--- src/rtl/systolic_seq_ctrl.sv ---
// Sequencer for the 5x5 systolic pixel-capture array: streams N_PIX pixels onto the
// broadcast bus, then walks the window-select through all taps toward the MAC.
module systolic_seq_ctrl #(
  parameter int W     = 8,
  parameter int N_PIX = 160,
  parameter int TAPS  = 25
) (
  input  logic         clk,
  input  logic         rst,
  input  logic         start,
  output logic [7:0]   mem_addr,
  output logic         mem_rd,
  input  logic [W-1:0] mem_rdata,
  output logic [7:0]   counter_val,
  output logic [W-1:0] indata,
  output logic [4:0]   select,
  output logic         tap_valid,
  input  logic         tap_ready,
  output logic         tap_last,
  output logic         busy,
  output logic         done
);

  localparam logic [7:0] LAST_PIX = 8'(N_PIX - 1);
  localparam logic [4:0] LAST_TAP = 5'(TAPS - 1);

  typedef enum logic [2:0] {IDLE, LOAD, FLUSH, READ, DONE} state_t;

  state_t       state_reg, state_next;
  logic [7:0]   addr_reg, addr_next;
  logic         rd_reg, rd_next;
  logic         flush_reg, flush_next;
  logic [4:0]   sel_reg, sel_next;
  logic         valid_reg, valid_next;
  logic         last_reg, last_next;
  logic         busy_reg, busy_next;
  logic         done_reg, done_next;

  // Broadcast pipeline: address/enable delayed one cycle to line up with mem_rdata.
  logic         rd_d1_reg;
  logic [7:0]   addr_d1_reg;
  logic [7:0]   cv_reg;
  logic [W-1:0] indata_reg;

  always_ff @(posedge clk) begin
    if (!rst) begin
      state_reg <= IDLE;
      addr_reg  <= '0;
      rd_reg    <= 1'b0;
      flush_reg <= 1'b0;
      sel_reg   <= '0;
      valid_reg <= 1'b0;
      last_reg  <= 1'b0;
      busy_reg  <= 1'b0;
      done_reg  <= 1'b0;
    end else begin
      state_reg <= state_next;
      addr_reg  <= addr_next;
      rd_reg    <= rd_next;
      flush_reg <= flush_next;
      sel_reg   <= sel_next;
      valid_reg <= valid_next;
      last_reg  <= last_next;
      busy_reg  <= busy_next;
      done_reg  <= done_next;
    end
  end

  always_comb begin
    state_next = state_reg;
    addr_next  = addr_reg;
    rd_next    = rd_reg;
    flush_next = flush_reg;
    sel_next   = sel_reg;
    valid_next = valid_reg;
    last_next  = last_reg;
    busy_next  = busy_reg;
    done_next  = 1'b0;
    case (state_reg)
      IDLE: begin
        if (start) begin
          state_next = LOAD;
          addr_next  = '0;
          rd_next    = 1'b1;
          busy_next  = 1'b1;
        end
      end
      LOAD: begin
        if (addr_reg == LAST_PIX) begin
          state_next = FLUSH;
          rd_next    = 1'b0;
        end else begin
          addr_next = addr_reg + 8'd1;
        end
      end
      FLUSH: begin
        // Two cycles let the final read drain through the broadcast pipeline.
        if (flush_reg) begin
          state_next = READ;
          flush_next = 1'b0;
          sel_next   = '0;
          valid_next = 1'b1;
          last_next  = (LAST_TAP == 5'd0);
        end else begin
          flush_next = 1'b1;
        end
      end
      READ: begin
        if (tap_ready) begin
          if (sel_reg == LAST_TAP) begin
            state_next = DONE;
            valid_next = 1'b0;
            last_next  = 1'b0;
            done_next  = 1'b1;
          end else begin
            sel_next  = sel_reg + 5'd1;
            last_next = ((sel_reg + 5'd1) == LAST_TAP);
          end
        end
      end
      DONE: begin
        state_next = IDLE;
        sel_next   = '0;
        busy_next  = 1'b0;
      end
      default: state_next = IDLE;
    endcase
  end

  always_ff @(posedge clk) begin
    if (!rst) begin
      rd_d1_reg   <= 1'b0;
      addr_d1_reg <= '0;
      cv_reg      <= 8'hFF;
      indata_reg  <= '0;
    end else begin
      rd_d1_reg   <= rd_reg;
      addr_d1_reg <= addr_reg;
      if (rd_d1_reg) begin
        cv_reg     <= addr_d1_reg;
        indata_reg <= mem_rdata;
      end else begin
        cv_reg     <= 8'hFF;
        indata_reg <= '0;
      end
    end
  end

  assign mem_addr    = addr_reg;
  assign mem_rd      = rd_reg;
  assign counter_val = cv_reg;
  assign indata      = indata_reg;
  assign select      = sel_reg;
  assign tap_valid   = valid_reg;
  assign tap_last    = last_reg;
  assign busy        = busy_reg;
  assign done        = done_reg;

endmodule
--- config.mk ---
export PLATFORM = sky130hd
export DESIGN_NAME = systolic_seq_ctrl
export DESIGN_NICKNAME = d
export VERILOG_FILES = /design/src/rtl/systolic_seq_ctrl.sv
export SDC_FILE = /design/constraint.sdc
export NUM_CORES = 1
export LEC_CHECK = 0
export CAP_MARGIN = 40
export CELL_PAD_IN_SITES_DETAIL_PLACEMENT = 0
export CELL_PAD_IN_SITES_GLOBAL_PLACEMENT = 2
export CORE_MARGIN = 1
export CORE_UTILIZATION = 29
export DETAILED_ROUTE_END_ITERATION = 6
export PLACE_DENSITY = 0.9
export SLEW_MARGIN = 40
export SYNTH_ARGS = -nofsm -noshare
export SYNTH_HDL_FRONTEND = slang
export SYNTH_SLANG_ARGS = --single-unit
--- constraint.sdc ---
create_clock -name clk -period 2.3 [get_ports clk]
set_input_delay 0.345 -clock clk [delete_from_list [all_inputs] [get_ports clk]]
set_output_delay 0.345 -clock clk [all_outputs]
set_load 0.02 [all_outputs]
==> results.cfg <==
[status]
status = complete, no violations

[critical_path]
path_class = reg -> reg
cp_slowest_cell = or3_1
crit_chain = inv_1 > ha_1 > and4b_4 > or3_1 > a211o_1 > a21boi_2
end_kind = register
slowest_delay_ps = 480
r2r-start = select[0]
startpoint_type = register
cp_max_fo = 9
cp.arrival_ps = 2200
reg2reg_depth = 6
required_ps = 2540
r2r_end = select[4]
ff2ff_setup_slack_ps = 340

[drt]
drc = 0
drt_pass1_iterations = 4
top_layer = met4
ant_nets = 0
met2_length_um = 1700
wl_met1_um = 1920
via_count = 1489
finalWirelength_um = 3880
wl_per_cell_um = 12.2
dr_wl_met3_um = 201
drt_iter0_drc = 41
avgViaCountPerCell = 4.68

[clocking]
holdBufCountCts = 0
cts.clk_slew.worst_paths_ps = 90
post_cts_buffers = 0
clockBufferDepth = 2
clock_sinks = 47
cts_buffers = 5
cts_tree = yes
cts_resized = 0
htreeDepth = 2
clk_latency_ps = 300
cts-root-buf = clkbuf_8

[worst_hold_path]
hp-class = reg -> reg
hold_start = addr_d1_reg[2]
hold-path-cell-count = 1
min_to = counter_val[2]

[sta]
finalHoldViolations = 0
clock.fmax_ghz = 0.510
relSlewSlack_pct = 61.0
fin_ws_ps = 340
final-setup-viol-count = 0
tightest_slew_ps = 583
tns_ps = 0
fin_skew_ps = 11.4
finalCritPeriodShare_pct = 85.2
fin_crit_ps = 1960
rsz0062_at_grt = no
final_max_slew_viol_count = 0

[floorplan]
start_util_pct = 30.7
core_area_mm2 = 0.00606
die_w_um = 82.2
die_h_um = 82.2
dieArea_mm2 = 0.00675
io_pins = 46
rows = 28

[cells_and_area]
final_util_pct = 41.6
syn_to_final_growth_pct = 35.2
fill_cells = 623
layout-drive-gt1-share_pct = 11.9
nets = 258
final_cell_count_no_fill = 318
diodes = 0

[placed_design]
hpwlAfterDp_um = 2830
io_buffers = 45
placed_cells = 310
place.gp.congestion = 0.772
place_ws_ps = 349

[global_route]
grt_pass1_wl_um = 6440
overflow = 0
antenna_found_initial = 0
grt_pass1_vias = 1376
track_usage_pct = 12.5
grt_max_degree = 17

[yosys]
syn_avg_cell_area_um2 = 9.60
ys_warn_count = 0
synth_area_mm2 = 0.00186
ys_seq_area_share_pct = 50.5
synth_nets = 210
synth_edf_count = 0
async_flop_share_pct = 0
ys_ff_latch = 47
yosys.cell_types.count = 43
synth_ff_type = dfxtp_1
synth_cells = 194

[power]
power_mw = 2.13
power.leakage_nw = 0.955
max-vdd-ir-drop_mv = 0.323
power.density_mw_per_mm2 = 847

[job]
drv_cap = 0
## layout make-up
class	instances	area (um^2)	share of cell area, %
Inverter	3	11.3	0.447
Clock buffer	5	68.8	2.73
Multi-Input combinational cell	135	868	34.5
Tap cell	75	93.8	3.73
Sequential cell	47	941	37.4
Timing Repair Buffer	50	488	19.4
Clock inverter	3	47.5	1.89
## synth_stat cells (2+ instances only)
cell type  count  area, um^2
o31ai_1        4        30.0
clkbuf_1       6        22.5
inv_1          3        11.3
dfxtp_1       47         941
a211o_1        2        17.5
xor2_1         5        43.8
xnor2_1        2        17.5
or2_2         11        68.8
o21a_1         4        30.0
ha_1           4        50.1
nand2_1       15        56.3
nand3_1        7        35.0
nor4_1         2        12.5
o211ai_1       2        15.0
nor2_1        10        37.5
or4_1          2        15.0
and3_1        10        62.6
o21ai_0        3        15.0
and2_1        11        68.8
nor3b_1        2        15.0
a21oi_1        8        40.0
nand2b_1       7        43.8
nand4_1        4        25.0
or3_1          4        25.0
## layout by cell type, fill, tap and decap left out, types with 2 or more instances in the layout
| cell type | count |
|---|---|
| o21ai_0 | 3 |
| o31ai_1 | 4 |
| or3_1 | 4 |
| buf_4 | 5 |
| nand3_1 | 7 |
| a211o_1 | 2 |
| ha_1 | 4 |
| o21a_1 | 4 |
| xor2_1 | 5 |
| nand2_1 | 15 |
| and2_1 | 11 |
| o211ai_1 | 2 |
| nand2b_1 | 7 |
| inv_1 | 3 |
| xnor2_1 | 2 |
| and3_1 | 10 |
| nor3b_1 | 2 |
| or4_1 | 2 |
| a21oi_1 | 8 |
| nor2_1 | 10 |
| or2_2 | 11 |
| nor4_1 | 2 |
| clkbuf_8 | 5 |
| dfxtp_1 | 47 |
| nand4_1 | 4 |
| clkdlybuf4s50_1 | 45 |
## how the worst max path moves through the flow
stage                     startpoint     endpoint  slack [ps]  cells after the start
final                      select[0]    select[4]         340                      6
after floorplan            select[0]    select[4]         350                      7
after global routing       select[0]    select[4]         240                      6
after global placement         start  mem_addr[7]         340                      5
after detailed placement       start  mem_addr[7]         350                      5
after CTS                  select[0]    select[4]         350                      6
## stage by stage
stage               area, um^2  hold WS, ps
CTS                       2520          420
global route              2520          426
global placement          2400          401
finish                    2520          419
floorplan                 1860          393
detailed placement        2400          399
## power by group
group | internal (mW) | switching (mW) | total (mW)
registers | 0.896 | 0.0798 | 0.975
clock network | 0.329 | 0.289 | 0.618
logic | 0.257 | 0.283 | 0.540
## metal layers
| metal | global-route usage [%] | vias to the layer above |
|---|---|---|
| met3 | 3.19 | 4 |
| met4 | 5.79 | 0 |
| met1 | 16.5 | 681 |
| li1 | - | 765 |
| met5 | 0 | - |
| met2 | 19.0 | 39 |
## worst max-delay path: cells and delay by family (launching register included)
family,cells,cell delay (ps)
simple gates,2,690
buf+inv,1,70
flops,1,450
compound gates,2,470
fa+ha+maj,1,210
## cells by family after synthesis
logic type,share of synthesized area [%]
DFF,50.5
muxes,0.537
buffers and inverters,2.89
xor gates and xnor gates,3.29
and+or+nand+nor,27.7
AOI/OAI and AO/OA,12.4
adders and majority gates,2.69
Power figures use the tool's default switching activity.
